`config.mk`:
```
export PLATFORM = sky130hd
export DESIGN_NAME = spi_rx_packet_fifo
export DESIGN_NICKNAME = d
export VERILOG_FILES = /design/src/rtl/ndn_pkg.sv /design/src/rtl/spi_rx_fifo_mem.sv /design/src/rtl/spi_rx_packet_fifo.sv
export SDC_FILE = /design/constraint.sdc
export NUM_CORES = 1
export LEC_CHECK = 0
export BUFFER_PORTS_ARGS = -buffer_cell sky130_fd_sc_hd__buf_4
export CORE_AREA = 2 2 321 323
export CTS_BUF_LIST = sky130_fd_sc_hd__clkbuf_8 sky130_fd_sc_hd__clkbuf_16
export CTS_CLUSTER_DIAMETER = 100
export DETAILED_ROUTE_END_ITERATION = 12
export DIE_AREA = 0 0 323 325
export PLACE_DENSITY_LB_ADDON = 0.08
export SYNTH_ARGS = -nofsm -noshare
export SYNTH_HDL_FRONTEND = slang
export SYNTH_SLANG_ARGS = --single-unit
```
`constraint.sdc`:
```
create_clock -name clk -period 11.7 [get_ports clk]
set_clock_uncertainty 0.1 [all_clocks]
set_input_delay 3.51 -clock clk [delete_from_list [all_inputs] [get_ports clk]]
set_output_delay 3.51 -clock clk [all_outputs]
set_load 0.01 [all_outputs]
```
`src/rtl/ndn_pkg.sv`:
```
// Shared NDN packet constants: field widths, packed storage word width,
// field offsets within the packed word {meta, prefix, data}, and a
// saturating 16-bit counter helper.
package ndn_pkg;

    localparam int META_W   = 8;
    localparam int PREFIX_W = 64;
    localparam int DATA_W   = 256;
    localparam int PKT_W    = META_W + PREFIX_W + DATA_W;

    // Field offsets inside one packed storage word, data in the LSBs.
    localparam int DATA_LSB   = 0;
    localparam int PREFIX_LSB = DATA_W;
    localparam int META_LSB   = DATA_W + PREFIX_W;

    // Saturating increment used by the optional statistics counters.
    function automatic logic [15:0] sat_inc16(input logic [15:0] value);
        logic [15:0] result;
        if (value == 16'hFFFF) begin
            result = value;
        end else begin
            result = value + 16'd1;
        end
        return result;
    endfunction

endpackage

```
`src/rtl/spi_rx_fifo_mem.sv`:
```
// Packet storage for the SPI RX FIFO: DEPTH x WIDTH register array with one
// synchronous write port and one asynchronous read port. Contents are not
// reset; validity is tracked entirely by the controller's level count.
module spi_rx_fifo_mem #(
    parameter int DEPTH = 4,
    parameter int WIDTH = 328
) (
    input  logic                     clk,
    input  logic                     wr_en,
    input  logic [$clog2(DEPTH)-1:0] wr_addr,
    input  logic [WIDTH-1:0]         wr_data,
    input  logic [$clog2(DEPTH)-1:0] rd_addr,
    output logic [WIDTH-1:0]         rd_data
);

    logic [WIDTH-1:0] mem_r [DEPTH];

    // Write the incoming packet word into the addressed entry.
    always_ff @(posedge clk) begin
        if (wr_en) begin
            mem_r[wr_addr] <= wr_data;
        end
    end

    assign rd_data = mem_r[rd_addr];

endmodule

```
`src/rtl/spi_rx_packet_fifo.sv`:
```
// spi_rx_packet_fifo: buffers RX_valid-qualified packets from spi_interface
// (no backpressure upstream) and re-presents them to the router core on a
// valid/ready handshake with first-word-fall-through head.
// Overflow discards the new packet and pulses drop the following cycle.
// Optional build macro: SPI_RX_FIFO_STATS_EN adds saturating rx_pkt_cnt and
// drop_cnt outputs.
module spi_rx_packet_fifo
    import ndn_pkg::*;
#(
    parameter int DEPTH    = 4,
    parameter int META_W   = ndn_pkg::META_W,
    parameter int PREFIX_W = ndn_pkg::PREFIX_W,
    parameter int DATA_W   = ndn_pkg::DATA_W
) (
    input  logic                       clk,
    input  logic                       rst,
    input  logic                       RX_valid,
    input  logic [META_W-1:0]          packet_meta_data,
    input  logic [PREFIX_W-1:0]        packet_prefix,
    input  logic [DATA_W-1:0]          packet_data,
    output logic                       out_valid,
    input  logic                       out_ready,
    output logic [META_W-1:0]          out_meta,
    output logic [PREFIX_W-1:0]        out_prefix,
    output logic [DATA_W-1:0]          out_data,
    output logic                       full,
    output logic                       drop,
`ifdef SPI_RX_FIFO_STATS_EN
    output logic [15:0]                rx_pkt_cnt,
    output logic [15:0]                drop_cnt,
`endif
    output logic [$clog2(DEPTH+1)-1:0] level
);

    localparam int PTR_W    = $clog2(DEPTH);
    localparam int LVL_W    = $clog2(DEPTH + 1);
    localparam int WORD_W   = META_W + PREFIX_W + DATA_W;
    localparam int W_PFX_LSB  = DATA_W;
    localparam int W_META_LSB = DATA_W + PREFIX_W;

    logic [PTR_W-1:0]  wr_ptr_r;
    logic [PTR_W-1:0]  rd_ptr_r;
    logic [LVL_W-1:0]  level_r;
    logic              out_valid_r;
    logic              full_r;
    logic              drop_r;

    logic              pop_s;
    logic              push_s;
    logic              drop_next_s;
    logic [LVL_W-1:0]  level_next_s;
    logic [WORD_W-1:0] wr_word_s;
    logic [WORD_W-1:0] rd_word_s;

    // Handshake decode: a pop frees a slot in the same cycle, so a full FIFO
    // can still accept a packet when the head is being consumed.
    always_comb begin
        pop_s       = out_valid_r & out_ready;
        push_s      = 1'b0;
        drop_next_s = 1'b0;
        if (RX_valid) begin
            if (!full_r || pop_s) begin
                push_s = 1'b1;
            end else begin
                drop_next_s = 1'b1;
            end
        end else begin
            push_s      = 1'b0;
            drop_next_s = 1'b0;
        end
    end

    // Next occupancy: level + push - pop, bounded by construction.
    always_comb begin
        level_next_s = level_r;
        if (push_s && !pop_s) begin
            level_next_s = level_r + {{(LVL_W-1){1'b0}}, 1'b1};
        end else if (pop_s && !push_s) begin
            level_next_s = level_r - {{(LVL_W-1){1'b0}}, 1'b1};
        end else begin
            level_next_s = level_r;
        end
    end

    // Pointer, level and status registers; async reset empties the FIFO.
    always_ff @(posedge clk or negedge rst) begin
        if (!rst) begin
            wr_ptr_r    <= {PTR_W{1'b0}};
            rd_ptr_r    <= {PTR_W{1'b0}};
            level_r     <= {LVL_W{1'b0}};
            out_valid_r <= 1'b0;
            full_r      <= 1'b0;
            drop_r      <= 1'b0;
        end else begin
            if (push_s) begin
                wr_ptr_r <= wr_ptr_r + {{(PTR_W-1){1'b0}}, 1'b1};
            end
            if (pop_s) begin
                rd_ptr_r <= rd_ptr_r + {{(PTR_W-1){1'b0}}, 1'b1};
            end
            level_r     <= level_next_s;
            out_valid_r <= (level_next_s != {LVL_W{1'b0}});
            full_r      <= (level_next_s == LVL_W'(DEPTH));
            drop_r      <= drop_next_s;
        end
    end

    assign wr_word_s = {packet_meta_data, packet_prefix, packet_data};

    spi_rx_fifo_mem #(
        .DEPTH (DEPTH),
        .WIDTH (WORD_W)
    ) u_mem (
        .clk     (clk),
        .wr_en   (push_s),
        .wr_addr (wr_ptr_r),
        .wr_data (wr_word_s),
        .rd_addr (rd_ptr_r),
        .rd_data (rd_word_s)
    );

    // Head fields are gated to zero whenever the FIFO is empty.
    always_comb begin
        out_meta   = {META_W{1'b0}};
        out_prefix = {PREFIX_W{1'b0}};
        out_data   = {DATA_W{1'b0}};
        if (out_valid_r) begin
            out_meta   = rd_word_s[W_META_LSB +: META_W];
            out_prefix = rd_word_s[W_PFX_LSB +: PREFIX_W];
            out_data   = rd_word_s[0 +: DATA_W];
        end else begin
            out_meta   = {META_W{1'b0}};
            out_prefix = {PREFIX_W{1'b0}};
            out_data   = {DATA_W{1'b0}};
        end
    end

    assign out_valid = out_valid_r;
    assign full      = full_r;
    assign drop      = drop_r;
    assign level     = level_r;

`ifdef SPI_RX_FIFO_STATS_EN
    logic [15:0] rx_pkt_cnt_r;
    logic [15:0] drop_cnt_r;

    // Saturating counters of accepted and discarded packets.
    always_ff @(posedge clk or negedge rst) begin
        if (!rst) begin
            rx_pkt_cnt_r <= 16'd0;
            drop_cnt_r   <= 16'd0;
        end else begin
            if (push_s) begin
                rx_pkt_cnt_r <= sat_inc16(rx_pkt_cnt_r);
            end
            if (drop_next_s) begin
                drop_cnt_r <= sat_inc16(drop_cnt_r);
            end
        end
    end

    assign rx_pkt_cnt = rx_pkt_cnt_r;
    assign drop_cnt   = drop_cnt_r;
`endif

endmodule

```
Word level (Yosys, flattened, before mapping)
Memory sizes are Yosys's and may differ from the RTL's.
Index checks and enable logic that the tools add are counted.
{ "op_classes": {"n_div": 0, "bitwise_logic": 1, "n_mux": 11, "magnitude_cmp": 0, "shift": 0, "n_addsub": 4, "reduce_logical": 7, "mul": 0, "eq_ne": 1} }
{ "op_table": {"columns": ["operator", "n"], "rows": [
  ["2-to-1 mux 256 bit", 1],
  ["2-to-1 mux 64 bit", 1],
  ["2-to-1 mux 8 bit", 1],
  ["2-to-1 mux 1 bit", 6],
  ["2-to-1 mux 3 bit", 2],
  ["adder 2 x 1 -> 2 bit (second input constant)", 2],
  ["adder 3 x 1 -> 3 bit (second input constant)", 1],
  ["== test 3 bit (second input constant)", 1],
  ["logical NOT 1 bit", 3],
  ["nonzero test 3 bit", 1],
  ["subtractor 3 x 1 -> 3 bit (second input constant)", 1],
  ["logical AND 1 bit", 2],
  ["AND 1 bit", 1],
  ["logical OR 1 bit", 1]
]} }
{ "totals": {"input_bits": 332, "mem_bits_ro": 0, "out_inout_bits": 334, "mem_bits_rw": 1312, "ff_bits": 10, "latch_bits": 0, "wordCells": 31, "mem_count": 1} }
{ "memory_table": {"columns": ["memory", "words", "word_bits", "rd", "rd_ports_with_merged_regs", "write_ports", "line_no", "rtl"], "rows": [
  ["u_mem.mem_r", 4, 328, 1, 0, 1, "spi_rx_fifo_mem.sv:16", "logic [WIDTH-1:0] mem_r [DEPTH];"]
]} }

Depth between registers and ports, before layout
Gate-level depths: netlist of run 1.
{ "logic_depth": {"ltp_word": 9, "depth_mapped": 5, "depth_no_buf": 5} }

Cells and area by module
Synthesis of run 1 repeated with hierarchy kept, for this count alone.
{ "unflattened": {"cells_unflattened": 2120, "area_unflattened_um2": 50372.1} }
{ "by_module_without_submodules": {"columns": ["mod", "cells_per_inst", "seq_area_each_um2", "n_inst", "area_each_um2"], "rows": [
  ["spi_rx_fifo_mem", 1717, 39397.8, 1, 47719.5],
  ["spi_rx_packet_fifo", 403, 250.2, 1, 2652.5]
]} }

Worst setup path before layout of run 1
OpenSTA, ideal clock, no wires.
{ "synth_path": {"path_kind": "input -> register", "startpoint": "input out_ready", "endpoint": "memory u_mem.mem_r[2][0], enable pin", "setup_time_ns": 0.732, "path_slack_ns": -0.611, "path_stages": 3, "arrival_time_ns": 11.479, "required_time_ns": 10.868, "path_buffers": 0, "cell_sequence": "nand2_1 a21boi_1 and2_1"} }
{ "synth_via": {"elab_chain_len": 6} }
{ "synth_rtl": {"columns": ["element", "line_no", "rtl"], "rows": [
  ["from (decl)", "spi_rx_packet_fifo.sv:22", "input logic out_ready,"],
  ["AND 1 bit", "spi_rx_packet_fifo.sv:58", "pop_s = out_valid_r & out_ready;"],
  ["logical OR 1 bit", "spi_rx_packet_fifo.sv:62", "if (!full_r || pop_s) begin"],
  ["2-to-1 mux 1 bit", "spi_rx_packet_fifo.sv:62", null],
  ["2-to-1 mux 1 bit", "spi_rx_packet_fifo.sv:61", "if (RX_valid) begin"],
  ["2-to-1 mux 1 bit", "spi_rx_fifo_mem.sv:20", "if (wr_en) begin"],
  ["2-to-1 mux 1 bit (implied by the code)", "spi_rx_fifo_mem.sv:21", "mem_r[wr_addr] <= wr_data;"],
  ["to (decl)", "spi_rx_fifo_mem.sv:16", null]
]} }
Every way passes these cells.

Worst setup path after layout of run 1
{ "layout_path": {"startpoint": "register rd_ptr_r[0]", "endpoint": "output out_data[196]"} }
{ "layout_via": {"elab_chain_len": 2} }
{ "layout_rtl": {"columns": ["element", "line_no", "rtl"], "rows": [
  ["from (decl)", "spi_rx_packet_fifo.sv:42", "logic [PTR_W-1:0] rd_ptr_r;"],
  ["from (signal assigned)", "spi_rx_packet_fifo.sv:89", "rd_ptr_r <= {PTR_W{1'b0}};"],
  ["from (signal assigned)", "spi_rx_packet_fifo.sv:99", "rd_ptr_r <= rd_ptr_r + {{(PTR_W-1){1'b0}}, 1'b1};"],
  ["memory (4 x 328 bit)", null, null],
  ["2-to-1 mux 256 bit", "spi_rx_packet_fifo.sv:127", "if (out_valid_r) begin"],
  ["to (decl)", "spi_rx_packet_fifo.sv:25", "output logic [DATA_W-1:0] out_data,"]
]} }
Every way passes these cells.

==> results of run 1 <==
==> registers in the layout, indices dropped and copies added (netlist names) <==
| register | flops |
|---|---|
| drop | 1 |
| wr_ptr_r | 2 |
| out_valid | 1 |
| u_mem.mem_r | 1312 |
| level | 3 |
| rd_ptr_r | 2 |
| full | 1 |
==> path summary, 6_finish.rpt <==
check | start | end | slack (ns)
worst max-delay path | rd_ptr_r[0]$_DFFE_PN0P_ | out_data[196] | 4.15
worst min-delay path | wr_ptr_r[1]$_DFFE_PN0P_ | wr_ptr_r[1]$_DFFE_PN0P_ | 0.47
worst max register to register | out_valid$_DFF_PN0_ | u_mem.mem_r[2][315]$_DFFE_PP_ | 6.86
worst min register to register | wr_ptr_r[1]$_DFFE_PN0P_ | wr_ptr_r[1]$_DFFE_PN0P_ | 0.47
max in group asynchronous | rst | rd_ptr_r[1]$_DFFE_PN0P_ | 8.82
min in group asynchronous | rst | level[0]$_DFF_PN0_ | 2.52
==> layer usage <==
layer | vias to the layer above | track usage, % | wire (um)
met5 | - | 0 | 136
met4 | 20 | 7.19 | 2930
met3 | 177 | 6.75 | 8790
met2 | 715 | 36.1 | 58400
met1 | 12600 | 26.5 | 42200
li1 | 10300 | - | -
==> layout by cell type, fill, tap and decap left out, types with 7 or more instances in the layout <==
cell       Yosys  routed
edfxtp_1    1312    1312
buf_4          1     682
and2_1       334     330
mux4_2       328     328
clkbuf_16      0     150
clkinv_1       0      44
inv_1          4      28
clkinv_2       0      15
diode_2        0      14
bufinv_16      0       9
buf_12        23       8
dfrtp_1       10       7
==> power by group through the flow <==
stage          sequential, W  clock, W  combinational, W
6_report             0.00649   0.00424           0.00601
5_1_grt              0.00657   0.00453           0.00643
4_1_cts              0.00650   0.00434           0.00617
3_5_place_dp         0.00660         0           0.00615
3_3_place_gp         0.00654         0           0.00616
2_1_floorplan        0.00657         0           0.00363
==> area by class of cell <==
| cell class | count | area [sq um] |
|---|---|---|
| Antenna cell | 14 | 35.0 |
| Clock buffer | 152 | 3780 |
| Clock inverter | 102 | 689 |
| Fill cell | 7380 | 40400 |
| Inverter | 4 | 15.0 |
| Multi-Input combinational cell | 693 | 9760 |
| Sequential cell | 1322 | 39700 |
| Tap cell | 1368 | 1710 |
| Timing Repair Buffer | 690 | 5280 |
==> per-stage QoR <==
step	utilization [%]	total power [W]	hold WS (ns)	setup slack [ns]
after global routing	60.1	0.0175	0.531	3.77
after CTS	60.1	0.0170	0.479	3.93
after detailed placement	55.7	0.0127	0.467	4.55
final	60.1	0.0167	0.473	4.15
after floorplan	-	0.0102	0.434	3.06
after global placement	55.7	0.0127	0.446	4.64
==> cell families after synthesis <==
| group | Yosys count |
|---|---|
| AO/OA/AOI/OAI | 12 |
| XOR/XNOR | 4 |
| adder cells (fa/ha/maj) | 6 |
| buffers and inverters | 116 |
| flip-flops | 1322 |
| multiplexers | 329 |
| AND/OR/NAND/NOR | 342 |
==> results by group, run 1 <==
Run status
  • Status: complete, no violations

Finish
  • Share of layout cells above drive strength 1: 40.9%
  • Post-route cell area: 0.0609 sq mm
  • P&R area growth vs syn: 21.0%
  • Nets: 3190
  • Post-Layout Cell Count: 4345

Floorplan
  • Ports: 666
  • Core area: 0.101 sq mm
  • Num rows: 117
  • Die height: 325 um
  • Die area: 0.105 sq mm
  • Die width: 323 um
  • Initial Utilization: 49.7%

Place
  • Gp weighted congestion: 0.759
  • DP Area: 0.0564 sq mm
  • DP HPWL: 67.7 mm
  • PortBufs: 665
  • Placed Cells incl. Taps: 4077

Setup path
  • Slowest-stage cell, CP: dfrtp_4
  • Worst setup EP type: output pin
  • Crit-path most repeated cell: buf_4
  • Max stage delay on crit path: 0.98 ns
  • Worst Path Arrival: 3.94 ns
  • R2R cell count: 5
  • Worst setup SP type: register
  • CP Class: register to output pin
  • Req. time, crit path: 8.09 ns
  • Crit path max-delay family: buffers and inverters
  • CP Max Fanout: 88
  • Worst path bufs/invs: 3
  • Levels on crit path: 5
  • Worst-path cell chain: buf_4, buf_12, mux4_2, and2_1, buf_4

Synth
  • Main flop type after synthesis: edfxtp_1
  • Post-Synthesis Cells: 2131
  • Synth warnings: 0
  • Mean Syn Cell Area: 23.6 sq um
  • Post-synth EDFFs: 1312
  • Synth Net Count: 2469
  • Yosys reg bits: 1322
  • Largest family of logic cells by synthesized area: multiplexers
  • Commonest cells in the netlist: edfxtp_1 (1312), and2_1 (334), mux4_2 (328)
  • Seq/Total Area, Yosys: 78.7%
  • XOR/XNOR share of the synthesized area: 0.0696%
  • Post-synth cell types: 32
  • Yosys top cell by area: edfxtp_1
  • Dominant cells by area after synthesis: edfxtp_1 (78%), mux4_2 (15%), and2_1 (4.1%)
  • Post-synthesis compound-gate area fraction: 0.194%
  • Top cell type's share of synthesized area: 78.2%
  • Count leader, synth: edfxtp_1
  • Synth Area in Adders: 0.149%
  • Mux share of post-synthesis cell area: 14.7%
  • Post-Synth Simple-Gate Area: 4.25%
  • Synth Cell Area: 0.0504 sq mm
  • Post-synth ARST share: 0.756%

Global routing
  • Vias in the first global route: 25500
  • Total gr overflow: 0
  • First-pass GRT wire length: 166 mm
  • Initial antenna violation count: 24
  • Largest net degree at the start of global routing: 166
  • GRT Overall Usage: 21.5%

Clock network
  • Clk slew on worst S/H paths: 0.06 ns
  • Max clock buf depth: 3
  • Post-CTS setup buffer count: 0
  • Num CTS Buffers: 141
  • Hold buffer count at CTS: 0
  • H-tree levels: 4
  • Clock tree sinks: 1322
  • Resize count post-CTS: 0
  • CTS root buffer: clkbuf_16
  • Worst-skew pair later-pin latency: 0.71 ns
  • CTS tree: done

Routing
  • Drt wl/cell: 25.9 um
  • Antenna Nets Post-Route: 0
  • # DRC: 0
  • Via count: 23800
  • DR iter-0 viols: 1484
  • Drt total wl: 112 mm
  • Pre-Repair DR Iteration Count: 7
  • Post-DR vias/cell: 5.48

Power
  • Maximum vdd drop: 234 uV
  • Comb power frac: 35.9%
  • Power Internal: 0.0117 W
  • Switch share: 30.3%
  • Sequential share of power: 38.8%
  • Clock power frac: 25.3%
  • Power Density: 275 mW/mm^2
  • Sw Pwr: 0.00507 W
  • Lkg Pwr: 20.8 nW

Timing
  • RSZ-0062 raised after global routing: no
  • Final Hold Fails: 0
  • Tmin final: 7.55 ns
  • Maximum clock rate: 132 MHz
  • Slew @ Worst Pin: 1.23 ns
  • TNS Setup: 0 ns
  • Headroom to the max-slew limit: 17.9%
  • Period Utilization, post-route: 64.6%
  • Final Setup Violations: 0
  • Slew Limit Fails: 0

Min path
  • Worst hold stages: 1
  • Hold/Removal Path Class: register to register

Run
  • # Max-Cap Violations: 0
(Power assumes the default switching activity.)
==> run 2: changes to the inputs <==
Clock period 11.7 ns to 7.2 ns, I/O delays scaled along.
==> run 2 against run 1 <==
Critical path depth down 1. Design area about the same. Combinational power up 63%. Via count fell by 0.76%. First-iteration DRC count grew 4.8%. Clock power increased by 56%. Non-clock buffer count increased by 9. Critical endpoint is now out_data[175].
==> results by group, run 2 (synthesis gave the netlist of run 1 again) <==
Place
  • Placed Cells incl. Taps: 4086 (+0.22%)
  • PortBufs: 665 (unchanged)
  • DP HPWL: 68.1 mm (+0.67%)
  • Pre-CTS setup slack: 2.19 ns (-2.37 ns)
  • Gp weighted congestion: 0.747 (-1.6%)

Routing
  • Post-DR vias/cell: 5.43 (-0.85%)
  • DR iter-0 viols: 1555 (+4.8%)
  • Wl on met1: 41.2 mm (-2.5%)
  • Drt total wl: 112 mm (-0.71%)
  • Met3 routed WL: 9.59 mm (+9.2%)
  • Via count: 23600 (-0.76%)
  • Highest routed layer: met5
  • Antenna Nets Post-Route: 0 (unchanged)
  • Drt wl/cell: 25.7 um (-0.81%)
  • Pre-Repair DR Iteration Count: 5 (-2)
  • # DRC: 0 (unchanged)
  • DR WL met2: 57.9 mm (-0.91%)

Power
  • Power Internal: 0.0188 W (+61%)
  • Comb power frac: 36.3% (+0.4 points)
  • Power Density: 443 mW/mm^2 (+61%)
  • Lkg Pwr: 20.9 nW (+0.41%)
  • Sw Pwr: 0.00823 W (+62%)
  • Switch share: 30.5% (+0.19 points)
  • Clock power frac: 24.6% (-0.7 points)
  • Sequential share of power: 39.2% (+0.4 points)
  • Maximum vdd drop: 289 uV (+23%)

Finish
  • Nets: 3199 (+0.28%)
  • P&R area growth vs syn: 21.1% (about the same)
  • Most flops, register: u_mem.mem_r
  • Most frequent cells in the layout: edfxtp_1 (1312), buf_4 (678), and2_1 (330)
  • Reg area: 0.0397 sq mm (unchanged)
  • Most common cell after layout, fill and taps aside: edfxtp_1
  • Max FFs per register: 1312 (unchanged)
  • # fillers: 7324 (-0.76%)
  • Post-Layout Cell Count: 4349 (+0.092%)
  • Share of layout cells above drive strength 1: 40.7% (-0.17 points)
  • Multi-input gate area: 0.00976 sq mm (unchanged)
  • Final core occ: 60.2% (about the same)

Min path
  • Hold_sp: full$_DFF_PN0_
  • Hold/Removal Path Class: register to register
  • Worst hold stages: 1 (unchanged)
  • Hold endpoint: drop$_DFF_PN0_

Floorplan
  • Die height: 325 um (unchanged)
  • Die area: 0.105 sq mm (unchanged)
  • Initial Utilization: 49.7% (unchanged)
  • Core area: 0.101 sq mm (unchanged)
  • Ports: 666 (unchanged)
  • Num rows: 117 (unchanged)
  • Die width: 323 um (unchanged)

Global routing
  • Largest net degree at the start of global routing: 136 (-18%)
  • First-pass GRT wire length: 163 mm (-1.8%)
  • Initial antenna violation count: 24 (unchanged)
  • Total gr overflow: 0 (unchanged)
  • GRT Overall Usage: 21.3% (-0.19 points)
  • Vias in the first global route: 25200 (-1.2%)

Timing
  • Slew @ Worst Pin: 1.04 ns (-0.191 ns)
  • Slew Limit Fails: 0 (unchanged)
  • Final Hold Fails: 0 (unchanged)
  • RSZ-0062 raised after global routing: no
  • Final Setup Violations: 0 (unchanged)
  • TNS Setup: 0 ns (unchanged)
  • Maximum clock rate: 180 MHz
  • Period Utilization, post-route: 77.3%
  • Headroom to the max-slew limit: 30.7% (+13 points)
  • Final Worst Setup Slack: 1.63 ns (-2.51 ns)
  • Tmin final: 5.57 ns

Clock network
  • H-tree levels: 4 (unchanged)
  • CTS root buffer: clkbuf_16
  • Hold buffer count at CTS: 0 (unchanged)
  • Worst-skew pair later-pin latency: 0.71 ns (about the same)
  • Post-CTS setup buffer count: 0 (unchanged)
  • CTS tree: done
  • Clock tree sinks: 1322 (unchanged)
  • Num CTS Buffers: 141 (unchanged)
  • Max clock buf depth: 3 (unchanged)
  • Resize count post-CTS: 0 (unchanged)
  • Clk slew on worst S/H paths: 0.05 ns (about the same)

Setup path
  • CP Max Fanout: 60 (-32%)
  • Worst setup EP type: output pin
  • R2r setup slk: 3.27 ns (-3.59 ns)
  • RR Endpoint: u_mem.mem_r[1][11]$_DFFE_PP_
  • Req. time, crit path: 4.94 ns (-3.15 ns)
  • Reg-to-Reg Start: out_valid$_DFF_PN0_
  • R2R cell count: 4 (-1)
  • CP Class: register to output pin
  • Worst setup SP type: register
  • Worst Path Arrival: 3.31 ns (-0.63 ns)

Run status
  • Status: complete, no violations

Run
  • # Max-Cap Violations: 0 (unchanged)
==> run 2: final cells by class <==
cell class | count | share of cell area [%]
tap | 1368 | 2.81
sequential | 1322 | 65.0
antenna | 8 | 0.0328
clock inverter | 106 | 0.954
inverter | 4 | 0.0246
multi-input combinational | 693 | 16.0
timing repair buffer | 699 | 9.04
clock buffer | 149 | 6.10
==> run 2: power groups by stage <==
stage	Combinational, W	Clock (W)	Sequential [W]
after floorplan	0.00589	0	0.0107
after global placement	0.0100	0	0.0107
after detailed placement	0.0100	0	0.0107
after CTS	0.0100	0.00681	0.0106
after global routing	0.0105	0.00711	0.0107
final	0.00979	0.00663	0.0106
==> run 2: through the flow <==
step	total power (W)	cell area, sq um	hold WS, ns
after global routing	0.0283	61000	0.523
after CTS	0.0275	61000	0.485
after global placement	0.0207	56700	0.449
after floorplan	0.0166	50400	0.434
final	0.0270	61000	0.484
after detailed placement	0.0208	56700	0.474
==> run 2: worst max path at each step <==
| stage | endpoint | from |
|---|---|---|
| detailed placement | u_mem.mem_r[1][42]$_DFFE_PP_ | out_ready |
| global route | out_data[175] | rd_ptr_r[0]$_DFFE_PN0P_ |
| floorplan | u_mem.mem_r[0][0]$_DFFE_PP_ | out_ready |
| finish | out_data[175] | rd_ptr_r[0]$_DFFE_PN0P_ |
| CTS | out_data[175] | rd_ptr_r[0]$_DFFE_PN0P_ |
| global placement | u_mem.mem_r[1][39]$_DFFE_PP_ | out_ready |
==> run 2: critical path: stages (launching register included) <==
cell and delay [ns]:
dfrtp_4 1.04, buf_12 0.47, mux4_2 0.58, and2_1 0.21, buf_4 0.15
==> run 2: layer usage <==
layer | up-vias | global-route usage, %
li1 | 10300 | -
met1 | 12400 | 25.6
met2 | 722 | 36.1
met3 | 187 | 7.50
met4 | 30 | 6.73
met5 | - | 0
==> run 3: changes to the inputs <==
Clock period 7.2 ns to 5.1 ns, I/O delays scaled along.
==> run 3 against run 2 <==
Sequential share of layout area is 0.69 points lower. Clock-buffer cell count fell by 2. Sequential power rose by 40%. Worst hold slack improved by 0.0029 ns. First-iteration DRC count shrank 10%. Final cell count increased by 0.48%. Design area up 1.1%. Non-clock buffer count up 35. Wire length is 1.2% higher. Sequential cell count did not move. Core utilization up 0.64 points. Critical path type unchanged. Critical endpoint is now out_data[135]. Largest cell class unchanged. Largest power group unchanged.
==> results by group, run 3 (synthesis gave the netlist of run 1 again) <==
Min path
  • Hold_sp: wr_ptr_r[1]$_DFFE_PN0P_
  • Hold/Removal Path Class: register to register

Floorplan
  • Ports: 666 (unchanged)
  • Die area: 0.105 sq mm (unchanged)
  • Initial Utilization: 49.7% (unchanged)
  • Die width: 323 um (unchanged)
  • Die height: 325 um (unchanged)
  • Num rows: 117 (unchanged)
  • Core area: 0.101 sq mm (unchanged)

Timing
  • Headroom to the max-slew limit: 42.2% (+11 points)
  • Period Utilization, post-route: 89.4%
  • Slew Limit Fails: 0 (unchanged)
  • Final Hold Fails: 0 (unchanged)
  • RSZ-0062 raised after global routing: no
  • TNS Setup: 0 ns (unchanged)
  • Final Setup Violations: 0 (unchanged)
  • Maximum clock rate: 219 MHz
  • Hold_ws: 0.487 ns (+0.00286 ns)
  • Slew @ Worst Pin: 0.868 ns (-0.172 ns)
  • Tmin final: 4.56 ns

Place
  • PortBufs: 665 (unchanged)
  • Placed Cells incl. Taps: 4121 (+0.86%)
  • Gp weighted congestion: 0.781 (+4.6%)
  • DP HPWL: 71.9 mm (+5.5%)

Setup path
  • Worst setup EP type: output pin
  • Req. time, crit path: 3.47 ns (-1.47 ns)
  • Critical Path Sink: out_data[135]
  • Worst Path Arrival: 2.93 ns (-0.38 ns)
  • Reg-to-Reg Start: out_valid$_DFF_PN0_
  • Max stage delay on crit path: 0.75 ns (-0.29 ns)
  • CP Max Fanout: 56 (-6.7%)
  • RR Endpoint: u_mem.mem_r[0][273]$_DFFE_PP_
  • Worst-path cell chain: buf_12, mux4_2, and2_1, buf_4
  • CP Class: register to output pin
  • Critical Path Source: rd_ptr_r[0]$_DFFE_PN0P_
  • Worst setup SP type: register
  • Slowest-stage cell, CP: dfrtp_4
  • R2r setup slk: 1.93 ns (-1.34 ns)
  • R2R cell count: 4 (unchanged)

Routing
  • Antenna Nets Post-Route: 0 (unchanged)
  • Pre-Repair DR Iteration Count: 5 (unchanged)
  • Via count: 23700 (+0.25%)
  • Drt total wl: 113 mm (+1.2%)
  • Drt wl/cell: 25.9 um (+0.68%)
  • # DRC: 0 (unchanged)
  • Post-DR vias/cell: 5.42 (-0.23%)
  • DR iter-0 viols: 1400 (-10%)

Finish
  • Post-Layout Cell Count: 4370 (+0.48%)
  • Most flops, register: u_mem.mem_r
  • Most frequent cells in the layout: edfxtp_1 (1312), buf_4 (686), and2_1 (330)
  • Reg area: 0.0397 sq mm (unchanged)
  • Nets: 3231 (+1.0%)
  • P&R area growth vs syn: 22.3%
  • Most common cell after layout, fill and taps aside: edfxtp_1
  • # fillers: 7194 (-1.8%)
  • Share of layout cells above drive strength 1: 41.5% (+0.80 points)
  • Multi-input gate area: 0.00976 sq mm (unchanged)
  • Max FFs per register: 1312 (unchanged)

Clock network
  • CTS tree: done
  • Num CTS Buffers: 138 (-2.1%)
  • Clk slew on worst S/H paths: 0.06 ns (about the same)
  • H-tree levels: 4 (unchanged)
  • Hold buffer count at CTS: 0 (unchanged)
  • CTS root buffer: clkbuf_16
  • Post-CTS setup buffer count: 0 (unchanged)
  • Worst-skew pair later-pin latency: 0.72 ns (about the same)
  • Max clock buf depth: 3 (unchanged)
  • Resize count post-CTS: 0 (unchanged)
  • Clock tree sinks: 1322 (unchanged)

Global routing
  • First-pass GRT wire length: 165 mm (+1.2%)
  • Vias in the first global route: 25400 (+0.58%)
  • Largest net degree at the start of global routing: 132 (-2.9%)
  • GRT Overall Usage: 21.7% (+0.32 points)
  • Initial antenna violation count: 22 (-8.3%)
  • Total gr overflow: 0 (unchanged)

Power
  • Lkg Pwr: 21.2 nW (+1.3%)
  • Power Internal: 0.0269 W (+44%)
  • Power Density: 626 mW/mm^2 (+41%)
  • Clock power frac: 24.7% (about the same)
  • Switch share: 30.2% (-0.28 points)
  • Comb power frac: 37.0% (+0.7 points)
  • Sw Pwr: 0.0117 W (+42%)
  • Sequential share of power: 38.3% (-0.9 points)
  • Maximum vdd drop: 370 uV (+28%)

Run status
  • Status: complete, no violations

Run
  • # Max-Cap Violations: 0 (unchanged)
==> run 3: routing by layer <==
metal,global-route usage [%],vias to the layer above,routed length [um]
met5,0,-,200
met4,7.16,30,2960
li1,-,10300,-
met2,36.6,685,58500
met1,26.3,12500,42400
met3,7.12,174,8980
==> run 3: worst min path at each step <==
stage | end | cells past startpoint | slack [ns]
after global placement | wr_ptr_r[1]$_DFFE_PN0P_ | 1 | 0.45
after CTS | level[0]$_DFF_PN0_ | 1 | 0.47
after global routing | level[2]$_DFF_PN0_ | 1 | 0.50
final | wr_ptr_r[1]$_DFFE_PN0P_ | 1 | 0.49
after floorplan | wr_ptr_r[1]$_DFFE_PN0P_ | 1 | 0.43
after detailed placement | drop$_DFF_PN0_ | 1 | 0.47
==> run 3: critical path: cells and delay by family, from the launching register on <==
family / cells / cell delay (ns)
buffers and inverters: 2 / 0.59
DFF: 1 / 0.75
and+or+nand+nor: 1 / 0.20
muxes: 1 / 0.58
==> run 3: power by group through the flow <==
| stage | sequential (W) | combinational [W] | clock [W] |
|---|---|---|---|
| after floorplan | 0.0151 | 0.00832 | 0 |
| after global placement | 0.0149 | 0.0146 | 0 |
| after detailed placement | 0.0150 | 0.0146 | 0 |
| after CTS | 0.0148 | 0.0147 | 0.00976 |
| after global routing | 0.0149 | 0.0153 | 0.0102 |
| final | 0.0148 | 0.0143 | 0.00952 |
==> run 3: final cells by class <==
class	instances	area share, %
clock buffer	147	5.97
antenna	7	0.0284
sequential	1322	64.4
clock inverter	95	1.09
inverter	4	0.0244
tap	1368	2.78
timing repair buffer	734	9.92
multi-input combinational	693	15.8
==> run 3: through the flow <==
step / util, % / power [W] / instance area [sq um] / setup slack [ns]
4_1_cts: 60.8 / 0.0392 / 61600 / 0.418
5_1_grt: 60.8 / 0.0404 / 61600 / 0.377
2_1_floorplan: - / 0.0234 / 50400 / -1.56
6_report: 60.8 / 0.0386 / 61600 / 0.542
3_5_place_dp: 56.5 / 0.0296 / 57300 / 1.03
3_3_place_gp: 56.5 / 0.0295 / 57300 / 1.09
